File: config.mk
export PLATFORM = sky130hd
export DESIGN_NAME = fetch_unit
export DESIGN_NICKNAME = d
export VERILOG_FILES = /design/src/rtl/fetch_unit_pkg.sv /design/src/rtl/fetch_timeout_ctr.sv /design/src/rtl/fetch_unit.sv
export SDC_FILE = /design/constraint.sdc
export NUM_CORES = 1
export LEC_CHECK = 0
export CAP_MARGIN = 30
export CORE_MARGIN = 5
export CORE_UTILIZATION = 45
export CTS_CLUSTER_SIZE = 14
export DETAILED_ROUTE_END_ITERATION = 16
export GPL_ROUTABILITY_DRIVEN = 0
export PLACE_DENSITY = 0.8
export SKIP_CTS_REPAIR_TIMING = 1
export SLEW_MARGIN = 20
export SYNTH_ARGS = -nofsm -noshare
export SYNTH_HDL_FRONTEND = slang
export SYNTH_SLANG_ARGS = --single-unit
File: constraint.sdc
create_clock -name i_clk -period 3.2 [get_ports i_clk]
set_input_delay 0.48 -clock i_clk [delete_from_list [all_inputs] [get_ports i_clk]]
set_output_delay 0.48 -clock i_clk [all_outputs]
set_load 0.01 [all_outputs]
File: src/rtl/fetch_unit_pkg.sv
// -----------------------------------------------------------------------------
// fetch_unit_pkg
// Shared definitions for the instruction fetch slice of the single-cycle core:
// fetch FSM state encodings, the default NOP word injected on a fetch fault,
// the timeout counter width and a small PC alignment helper.
// Also provides the core-wide `BUS_WIDTH macro when nobody defined it earlier.
// -----------------------------------------------------------------------------
`ifndef BUS_WIDTH
`define BUS_WIDTH 32
`endif

package fetch_unit_pkg;

  // Fetch FSM states. IDLE samples the PC, REQ waits for memory, HOLD presents
  // the buffered instruction and DRAIN swallows the response of a flushed request.
  typedef enum logic [1:0] {
    IDLE  = 2'd0,
    REQ   = 2'd1,
    HOLD  = 2'd2,
    DRAIN = 2'd3
  } fetch_state_t;

  // addi x0, x0, 0 : handed to decode whenever a fetch cannot produce real data.
  localparam logic [31:0] DEFAULT_NOP_INSTR = 32'h0000_0013;

  // Wide enough for the largest supported timeout (255 cycles).
  localparam int unsigned TIMEOUT_CTR_WIDTH = 8;

  // A PC is fetchable only when it is word aligned.
  function automatic logic is_misaligned(input logic [1:0] pc_lsbs);
    return (pc_lsbs != 2'b00);
  endfunction

endpackage

File: src/rtl/fetch_timeout_ctr.sv
// -----------------------------------------------------------------------------
// fetch_timeout_ctr
// Load/enable down-counter that measures how long a memory request has been
// waiting. Loaded with TIMEOUT_CYCLES-1 when a request window opens; counts
// down while enabled and raises o_terminal once it reaches zero.
//
// Ports:
//   i_clk       core clock
//   i_rst       synchronous active-high reset (count cleared to zero)
//   i_load      open a fresh timeout window
//   i_en        one more cycle elapsed without a response
//   o_terminal  the window is exhausted (count == 0)
// -----------------------------------------------------------------------------
module fetch_timeout_ctr
  import fetch_unit_pkg::*;
#(
  parameter int unsigned TIMEOUT_CYCLES = 16
) (
  input  logic i_clk,
  input  logic i_rst,
  input  logic i_load,
  input  logic i_en,
  output logic o_terminal
);

  localparam logic [TIMEOUT_CTR_WIDTH-1:0] LOAD_VALUE =
    TIMEOUT_CTR_WIDTH'(TIMEOUT_CYCLES - 1);

  logic [TIMEOUT_CTR_WIDTH-1:0] r_count;

  // Loading wins over counting so a new window always starts from the top.
  // The count saturates at zero so the terminal flag stays asserted.
  always_ff @(posedge i_clk) begin
    if (i_rst) begin
      r_count <= '0;
    end else if (i_load) begin
      r_count <= LOAD_VALUE;
    end else if (i_en && (r_count != '0)) begin
      r_count <= r_count - 1'b1;
    end
  end

  assign o_terminal = (r_count == '0);

endmodule

File: src/rtl/fetch_unit.sv
// -----------------------------------------------------------------------------
// fetch_unit
// Takes the current PC, issues a single word request to instruction memory and
// buffers the returned instruction until the decode/execute path consumes it.
// Misaligned PCs and timed-out requests are turned into a buffered NOP with a
// fault flag, so the core never hangs waiting for memory.
//
// Ports:
//   i_clk, i_rst      core clock, synchronous active-high reset
//   i_pc_addr         current PC from the PC register
//   i_flush           redirect: drop anything in flight or buffered
//   o_imem_req        request valid to instruction memory
//   o_imem_addr       word address of the request
//   i_imem_ack        single-cycle response strobe
//   i_imem_rdata      instruction word, valid with i_imem_ack
//   o_instr           buffered instruction
//   o_instr_addr      PC of the buffered instruction
//   o_instr_valid     o_instr / o_instr_addr are valid
//   i_instr_ready     consumer takes o_instr this cycle
//   o_pc_stall        PC register must hold (~(valid & ready))
//   o_misalign_fault  buffered instruction came from a misaligned PC
//   o_bus_error       buffered instruction came from a timed-out request
// -----------------------------------------------------------------------------
module fetch_unit
  import fetch_unit_pkg::*;
#(
  parameter int unsigned          BUS_WIDTH      = `BUS_WIDTH,
  parameter int unsigned          TIMEOUT_CYCLES = 16,
  parameter logic [BUS_WIDTH-1:0] NOP_INSTR      = BUS_WIDTH'(DEFAULT_NOP_INSTR)
) (
  input  logic                 i_clk,
  input  logic                 i_rst,
  input  logic [BUS_WIDTH-1:0] i_pc_addr,
  input  logic                 i_flush,
  output logic                 o_imem_req,
  output logic [BUS_WIDTH-1:0] o_imem_addr,
  input  logic                 i_imem_ack,
  input  logic [BUS_WIDTH-1:0] i_imem_rdata,
  output logic [BUS_WIDTH-1:0] o_instr,
  output logic [BUS_WIDTH-1:0] o_instr_addr,
  output logic                 o_instr_valid,
  input  logic                 i_instr_ready,
  output logic                 o_pc_stall,
  output logic                 o_misalign_fault,
  output logic                 o_bus_error
);

  // Registered state and outputs.
  fetch_state_t         r_state;
  logic                 r_imem_req;
  logic [BUS_WIDTH-1:0] r_imem_addr;
  logic [BUS_WIDTH-1:0] r_instr;
  logic [BUS_WIDTH-1:0] r_instr_addr;
  logic                 r_instr_valid;
  logic                 r_misalign_fault;
  logic                 r_bus_error;

  // Next-state values and timeout counter controls.
  fetch_state_t         w_state_next;
  logic                 w_imem_req_next;
  logic [BUS_WIDTH-1:0] w_imem_addr_next;
  logic [BUS_WIDTH-1:0] w_instr_next;
  logic [BUS_WIDTH-1:0] w_instr_addr_next;
  logic                 w_instr_valid_next;
  logic                 w_misalign_fault_next;
  logic                 w_bus_error_next;
  logic                 w_ctr_load;
  logic                 w_ctr_en;
  logic                 w_ctr_terminal;

  // One counter covers both REQ and DRAIN; it is reloaded when either opens.
  fetch_timeout_ctr #(
    .TIMEOUT_CYCLES (TIMEOUT_CYCLES)
  ) u_timeout_ctr (
    .i_clk      (i_clk),
    .i_rst      (i_rst),
    .i_load     (w_ctr_load),
    .i_en       (w_ctr_en),
    .o_terminal (w_ctr_terminal)
  );

  // Next-state and next-output logic. Every field defaults to holding its
  // value so only the transitions below touch the buffer.
  always_comb begin
    w_state_next          = r_state;
    w_imem_req_next       = r_imem_req;
    w_imem_addr_next      = r_imem_addr;
    w_instr_next          = r_instr;
    w_instr_addr_next     = r_instr_addr;
    w_instr_valid_next    = r_instr_valid;
    w_misalign_fault_next = r_misalign_fault;
    w_bus_error_next      = r_bus_error;
    w_ctr_load            = 1'b0;
    w_ctr_en              = 1'b0;

    case (r_state)
      IDLE: begin
        if (!i_flush) begin
          if (!is_misaligned(i_pc_addr[1:0])) begin
            w_state_next     = REQ;
            w_imem_req_next  = 1'b1;
            w_imem_addr_next = i_pc_addr;
            w_ctr_load       = 1'b1;
          end else begin
            // A misaligned PC never reaches memory; decode sees a faulting NOP.
            w_state_next          = HOLD;
            w_instr_next          = NOP_INSTR;
            w_instr_addr_next     = i_pc_addr;
            w_instr_valid_next    = 1'b1;
            w_misalign_fault_next = 1'b1;
            w_bus_error_next      = 1'b0;
          end
        end
      end

      REQ: begin
        if (i_imem_ack) begin
          w_imem_req_next = 1'b0;
          if (i_flush) begin
            w_state_next = IDLE;
          end else begin
            w_state_next          = HOLD;
            w_instr_next          = i_imem_rdata;
            w_instr_addr_next     = r_imem_addr;
            w_instr_valid_next    = 1'b1;
            w_misalign_fault_next = 1'b0;
            w_bus_error_next      = 1'b0;
          end
        end else if (i_flush) begin
          // The request cannot be withdrawn, so keep it up and wait it out.
          w_state_next = DRAIN;
          w_ctr_load   = 1'b1;
        end else if (w_ctr_terminal) begin
          w_state_next          = HOLD;
          w_imem_req_next       = 1'b0;
          w_instr_next          = NOP_INSTR;
          w_instr_addr_next     = r_imem_addr;
          w_instr_valid_next    = 1'b1;
          w_misalign_fault_next = 1'b0;
          w_bus_error_next      = 1'b1;
        end else begin
          w_ctr_en = 1'b1;
        end
      end

      DRAIN: begin
        // Either the response or the timeout closes the dead request silently.
        if (i_imem_ack || w_ctr_terminal) begin
          w_state_next    = IDLE;
          w_imem_req_next = 1'b0;
        end else begin
          w_ctr_en = 1'b1;
        end
      end

      HOLD: begin
        // Flush and consume both release the buffer; flush needs no ready.
        if (i_flush || i_instr_ready) begin
          w_state_next          = IDLE;
          w_instr_valid_next    = 1'b0;
          w_misalign_fault_next = 1'b0;
          w_bus_error_next      = 1'b0;
        end
      end

      default: begin
        w_state_next = IDLE;
      end
    endcase
  end

  // State and output registers; reset overrides every state and drops the
  // request on the very next edge.
  always_ff @(posedge i_clk) begin
    if (i_rst) begin
      r_state          <= IDLE;
      r_imem_req       <= 1'b0;
      r_imem_addr      <= '0;
      r_instr          <= NOP_INSTR;
      r_instr_addr     <= '0;
      r_instr_valid    <= 1'b0;
      r_misalign_fault <= 1'b0;
      r_bus_error      <= 1'b0;
    end else begin
      r_state          <= w_state_next;
      r_imem_req       <= w_imem_req_next;
      r_imem_addr      <= w_imem_addr_next;
      r_instr          <= w_instr_next;
      r_instr_addr     <= w_instr_addr_next;
      r_instr_valid    <= w_instr_valid_next;
      r_misalign_fault <= w_misalign_fault_next;
      r_bus_error      <= w_bus_error_next;
    end
  end

  assign o_imem_req       = r_imem_req;
  assign o_imem_addr      = r_imem_addr;
  assign o_instr          = r_instr;
  assign o_instr_addr     = r_instr_addr;
  assign o_instr_valid    = r_instr_valid;
  assign o_misalign_fault = r_misalign_fault;
  assign o_bus_error      = r_bus_error;

  // The PC may only advance on the cycle the buffered instruction is taken.
  assign o_pc_stall = ~(r_instr_valid & i_instr_ready);

endmodule
==> run summary <==
outcome: finished clean
remaining antenna violation count: 0
Syn. warnings: 0
fraction of registers with async set/reset: 0%
r2r setup slk: 800 ps
final design utilization: 63.4%
post-route setup slack: 798 ps
DRC Markers: 0
Cell Pwr Density: 442 nW/um^2
Post-synth EDFFs: 0
hold depth: 2
row count: 38
die span in y: 114 um
vias per inst: 5.51
Layout area overhead: 39.4%
Req. time, crit path: 3500 ps
CTS H-Tree Depth: 3
first-pass GRT wire length: 23000 um
buffers added on ports: 169
maximum number of pins on one net before global-route repair: 74
Iter 0 DRT Violations: 297
Max Slew Vio Count: 0
number of global-route vias before repair: 4616
largest area contributor in the netlist: dfxtp_1
post-synthesis sequential area ratio: 44.8%
Peak VDD IR: 0.000303 V
Root Driver: clkbuf_8
library cells used by synthesis: 42
Final Hold Fails: 0
register bit total from synthesis: 110
grt total ovfl: 0
r2r endpoint: o_bus_error
routed len/inst: 17.4 um
IO Count: 170
DP Area: 6670 um^2
period utilization: 75.1%
Tmin final: 2400 ps
static leakage: 2.27 nW
hold_sp: o_instr[24]
max-cap viol count: 0
element type at the critical path end: flop
Starting Density: 45.5%
initial antenna violation count: 0
post-synthesis cell count: 533
dpl hpwl: 10100 um
Clock transition at path regs: 110 ps
Most used DFF post-synth: dfxtp_1
GRT Total Usage: 21.3%
Tightest Pin Transition: 758 ps
Post-Syn Nets: 607
worst slack, placed: 599 ps
Final Power: 3.02 mW
Placeable Area: 10800 um^2
Area contributors post-synth: dfxtp_1 45%, a211oi_2 7.9%, mux2i_1 7.7%
worst-case clock skew: 19.3 ps
nets@finish: 754
Die X: 114 um
hold endpoint: o_instr[24]
DR pass1 iterations: 4
Post-Route WL: 14300 um
reg2reg start: u_timeout_ctr.r_count[0]
Ant. Diodes: 0
CP Launch Type: flop
TritonCTS clock tree: built
clock buffer depth: 2
max-slew headroom at the worst pin: 49.5%
Fillers: 870
final instance area: 6850 um^2
Post-Syn Area: 4910 um^2
hold crit path type: reg -> reg
FMAX: 416 MHz
CTS sink count: 110
Final setup viols: 0
setup_tns: 0 ps
CTS Buf Count: 9
CP max FO: 42
Skew-Pair Late Insertion Delay: 360 ps
RSZ-0062 raised after global routing: false
Die Footprint: 13100 um^2
total number of vias: 4542
Syn Area/Cell: 9.22 um^2
Yosys top cell area share: 44.8%
share of cells above drive strength 1: 10.7%
crit path DAT: 2700 ps
type of the worst setup path: reg -> reg
Worst Reg-to-Reg Cells: 7
[layout by cell type (no fill, tap or decap), types with 2 or more instances in the layout]
cell / count
nand4_1: 29
dfxtp_1: 110
clkinv_2: 2
clkdlybuf4s50_1: 168
or4_1: 2
o31ai_1: 3
a211o_1: 2
or3_1: 11
ha_1: 4
buf_4: 15
mux2i_1: 37
nand3_1: 2
a211oi_1: 4
nand2b_1: 31
clkbuf_8: 9
nor2_1: 9
a21oi_1: 72
inv_6: 2
o21ai_0: 39
a211oi_2: 31
inv_1: 7
a31oi_1: 2
nand2_1: 64
nor3b_1: 4
[metal layers]
layer / wire length, um / global-route usage (%) / share of wire, % / up-vias
met5: 0 / 0 / 0 / -
met4: 204 / 6.18 / 1.4 / 0
met3: 1030 / 4.76 / 7.2 / 18
met2: 6910 / 36.4 / 48 / 160
met1: 6170 / 26.7 / 43 / 2158
li1: - / - / - / 2206
[sequential cells by signal (all words and copies together), names as in the netlist]
signal,cells
o_bus_error,1
o_imem_addr,32
o_imem_req,1
o_instr,32
o_instr_addr,32
o_instr_valid,1
o_misalign_fault,1
r_state,2
u_timeout_ctr.r_count,8
[Yosys cell counts, types with 3 or more instances]
library cell / n
inv_1: 7
a211oi_2: 31
a21oi_1: 72
nand4_1: 29
nor2_1: 10
nand2_1: 64
mux2i_1: 38
clkbuf_1: 32
o31ai_1: 3
dfxtp_1: 110
a211oi_1: 4
or3_1: 11
ha_1: 5
nand2b_1: 31
buf_4: 3
o21ai_0: 39
buf_6: 9
buf_2: 3
nor3b_1: 4
[power by group]
part | switching [mW] | internal (mW) | leakage [nW]
Clock | 0.490 | 0.294 | 0.0919
Sequential | 0.0544 | 1.45 | 0.896
Combinational | 0.368 | 0.367 | 1.28
Total | 0.912 | 2.11 | 2.27
[layout make-up]
class,count,area [um^2],area share [%]
clock buffers,9,124,1.81
well taps,140,175,2.56
multi-input cells,368,2450,35.8
flip-flops and latches,110,2200,32.2
clock inverters,7,55.1,0.804
inverters,7,26.3,0.384
repair buffers,184,1810,26.5
[critical path: stages (launching register included)]
cell and delay [ps]:
dfxtp_1 350, inv_1 60, ha_1 180, or3b_2 530, o311ai_4 280, buf_4 450, and2_1 290, mux2i_1 200
[worst max path at each step]
stage / endpoint / slack (ps) / from / cells past startpoint
6_report: o_bus_error / 800 / u_timeout_ctr.r_count[0] / 7
5_1_grt: o_imem_addr[29] / 680 / r_state[1] / 6
4_1_cts: o_bus_error / 830 / u_timeout_ctr.r_count[0] / 7
3_5_place_dp: o_imem_addr[6] / 600 / i_pc_addr[0] / 5
3_3_place_gp: o_imem_addr[4] / 640 / i_pc_addr[0] / 5
2_1_floorplan: o_imem_addr[28] / 1220 / r_state[0] / 8
[per-stage QoR]
| stage | hold slack (ps) | cells |
|---|---|---|
| final | 483 | 825 |
| after CTS | 484 | 825 |
| after global placement | 458 | 809 |
| after floorplan | 465 | 533 |
| after global routing | 500 | 825 |
| after detailed placement | 466 | 809 |
[kinds of logic after synthesis]
family / after synthesis / share of synthesized area [%]
buf+inv: 55 / 5.88
simple gates: 165 / 17.8
xor+xnor: 1 / 0.178
flops: 110 / 44.8
mux: 38 / 7.74
fa+ha+maj: 5 / 1.27
compound gates: 159 / 22.3
(Power assumes the default switching activity.)
==> RTL change: new RTL, config.mk and constraints unchanged <==
Make the reset (`i_rst`) asynchronous in 2 clocked blocks. Comments in the files are not updated.
--- a/src/rtl/fetch_timeout_ctr.sv
+++ b/src/rtl/fetch_timeout_ctr.sv
@@ -30,7 +30,7 @@
 
   // Loading wins over counting so a new window always starts from the top.
   // The count saturates at zero so the terminal flag stays asserted.
-  always_ff @(posedge i_clk) begin
+  always_ff @(posedge i_clk or posedge i_rst) begin
     if (i_rst) begin
       r_count <= '0;
     end else if (i_load) begin
--- a/src/rtl/fetch_unit.sv
+++ b/src/rtl/fetch_unit.sv
@@ -171,7 +171,7 @@
 
   // State and output registers; reset overrides every state and drops the
   // request on the very next edge.
-  always_ff @(posedge i_clk) begin
+  always_ff @(posedge i_clk or posedge i_rst) begin
     if (i_rst) begin
       r_state          <= IDLE;
       r_imem_req       <= 1'b0;
Behaviour: differs if i_rst is asserted again (counterexample within 4 cycles, from zero or initial values and one cycle with i_rst high); with i_rst held inactive, the same outputs for 4 cycles.
==> RTL change against the unedited design <==
Wire length down 7.0%. Sequential cell count unchanged. Worst setup slack worse by 0.50 ns. Cell area up 9.2%. Cell count down 16%. Core utilization down 0.64 points. Synthesized area up 9.9%. Die area up 9.0%. Sequential share of layout area up 4.7 points. Highest routed layer unchanged.
Power is not compared: it rests on default switching activity, and its combinational part moved more than twofold at a synthesized area within 25%.
==> RTL change: results (changes against the unedited design) <==
\begin{tabular}{lr}
\hline
Metric & Value \\
\hline
\multicolumn{2}{l}{\textbf{Timing}} \\
\quad Clock skew after layout & 0.00864 ns (was 0.0193 ns) \\
\quad Remaining max-slew budget at the tightest pin & 0.494 (was 0.495) \\
\multicolumn{2}{l}{\textbf{GRT}} \\
\quad GRT Total Usage & 0.193 (was 0.213) \\
\quad Pin count of the biggest net entering global routing & 54 (was 74) \\
\quad GRT met1 Usage & 0.237 (was 0.267) \\
\quad First-pass GRT wire length & 21,800 µm (was 23,000 µm) \\
\quad M2 GR Usage & 0.305 (was 0.364) \\
\multicolumn{2}{l}{\textbf{Setup path}} \\
\quad Flop-to-flop setup slack & 0.30 ns (was 0.80 ns) \\
\quad Critical register-to-register path endpoint & o\_instr[26]\$\_DFFE\_PP0P\_ (was o\_bus\_error\$\_SDFFE\_PP0P\_) \\
\quad Biggest cell delay along the critical path & 0.40 ns (was 0.53 ns) \\
\quad Critical path peak fanout & 53 (was 42) \\
\quad Critical register-to-register path startpoint & r\_state[1]\$\_DFFE\_PP0P\_ (was u\_timeout\_ctr.r\_count[0]\$\_SDFFE\_PP0P\_) \\
\quad Slowest CP cell & dfrtp\_1 (was or3b\_2) \\
\multicolumn{2}{l}{\textbf{Routing}} \\
\quad Final Routed Wirelength & 13,300 µm (was 14,300 µm) \\
\quad Total routed wire length on the met1 layer & 5540 µm (was 6170 µm) \\
\quad Sum of met3 wire segment lengths after detailed routing & 1280 µm (was 1030 µm) \\
\quad Violation count after the first detailed-routing iteration & 138 (was 297) \\
\multicolumn{2}{l}{\textbf{Yosys}} \\
\quad Cell types with the highest counts after synthesis & dfrtp\_1 (107), mux2\_2 (68), mux2\_4 (57), and3\_1 (31), clkbuf\_1 (14) (was dfxtp\_1 (110), a21oi\_1 (72), nand2\_1 (64), o21ai\_0 (39), mux2i\_1 (38)) \\
\quad Share of the synthesized netlist area taken by xor and xnor gates & 0 (was 0.00178) \\
\quad Fraction of synthesized area in multiplexers & 0.310 (was 0.0774) \\
\quad Post-synth net total & 456 (was 607) \\
\quad Share of the synthesized area in compound gates (AO/OA/AOI/OAI) & 0.0354 (was 0.223) \\
\quad Seq/Total Area, Yosys & 0.510 (was 0.448) \\
\multicolumn{2}{l}{\textbf{Layout}} \\
\quad Number of nets at the end of the flow & 620 (was 754) \\
\multicolumn{2}{l}{\textbf{Status}} \\
\quad Status & finished, final reports clean (unchanged) \\
\multicolumn{2}{l}{\textbf{Worst hold path}} \\
\quad Terminating pin of the worst hold path & o\_instr[1]\$\_DFFE\_PP1P\_ (was o\_instr[24]\$\_SDFFE\_PP0P\_) \\
\multicolumn{2}{l}{\textbf{Clock network}} \\
\quad Clk root buf & clkbuf\_16 (was clkbuf\_8) \\
\quad Clock slew seen by the registers of the worst setup and hold paths & 0.07 ns (was 0.11 ns) \\
\hline
\end{tabular}
RTL change: final cells by class:
cell class	instances	area [µm²]	area share
repair buffers	177	1790	0.239
clock buffers	11	233	0.0311
flip-flops and latches	110	2760	0.369
inverters	8	33.8	0.00452
well taps	147	184	0.0246
clock inverters	5	57.6	0.00770
multi-input cells	239	2420	0.324
RTL change: per-stage QoR:
step / cell area (µm²) / instances / hold WS (ns) / setup slack, ns
2_1_floorplan: 5400 / 381 / 0.474 / 0.958
4_1_cts: 7480 / 697 / 0.491 / 0.318
5_1_grt: 7480 / 697 / 0.516 / 0.156
6_report: 7480 / 697 / 0.486 / 0.302
3_5_place_dp: 7190 / 681 / 0.480 / 0.329
3_3_place_gp: 7190 / 681 / 0.458 / 0.413
RTL change: worst max path at each step:
stage | startpoint | end | cells past startpoint
finish | r_state[1]$_DFFE_PP0P_ | o_instr[26]$_DFFE_PP0P_ | 7
global route | r_state[1]$_DFFE_PP0P_ | o_instr[26]$_DFFE_PP0P_ | 7
CTS | r_state[1]$_DFFE_PP0P_ | o_instr[26]$_DFFE_PP0P_ | 7
detailed placement | r_state[1]$_DFFE_PP0P_ | o_instr[26]$_DFFE_PP0P_ | 7
global placement | i_imem_ack | o_instr[26]$_DFFE_PP0P_ | 6
floorplan | u_timeout_ctr.r_count[0]$_DFFE_PP0P_ | o_instr[10]$_DFFE_PP0P_ | 8
RTL change: cell families (layout without fill, tap and decap cells):
family / count (synthesis) / count (layout)
adders and majority gates: 6 / 6
and+or+nand+nor: 73 / 73
buffers and inverters: 32 / 201
DFF: 110 / 110
muxes: 130 / 130
AOI/OAI and AO/OA: 30 / 30
RTL change: report_power, final:
group	internal [mW]	switching (mW)	total, mW	leakage, nW
Clock	0.610	0.513	1.12	0.144
Sequential	1.92	0.367	2.28	1.37
Combinational	1.85	1.18	3.03	1.92
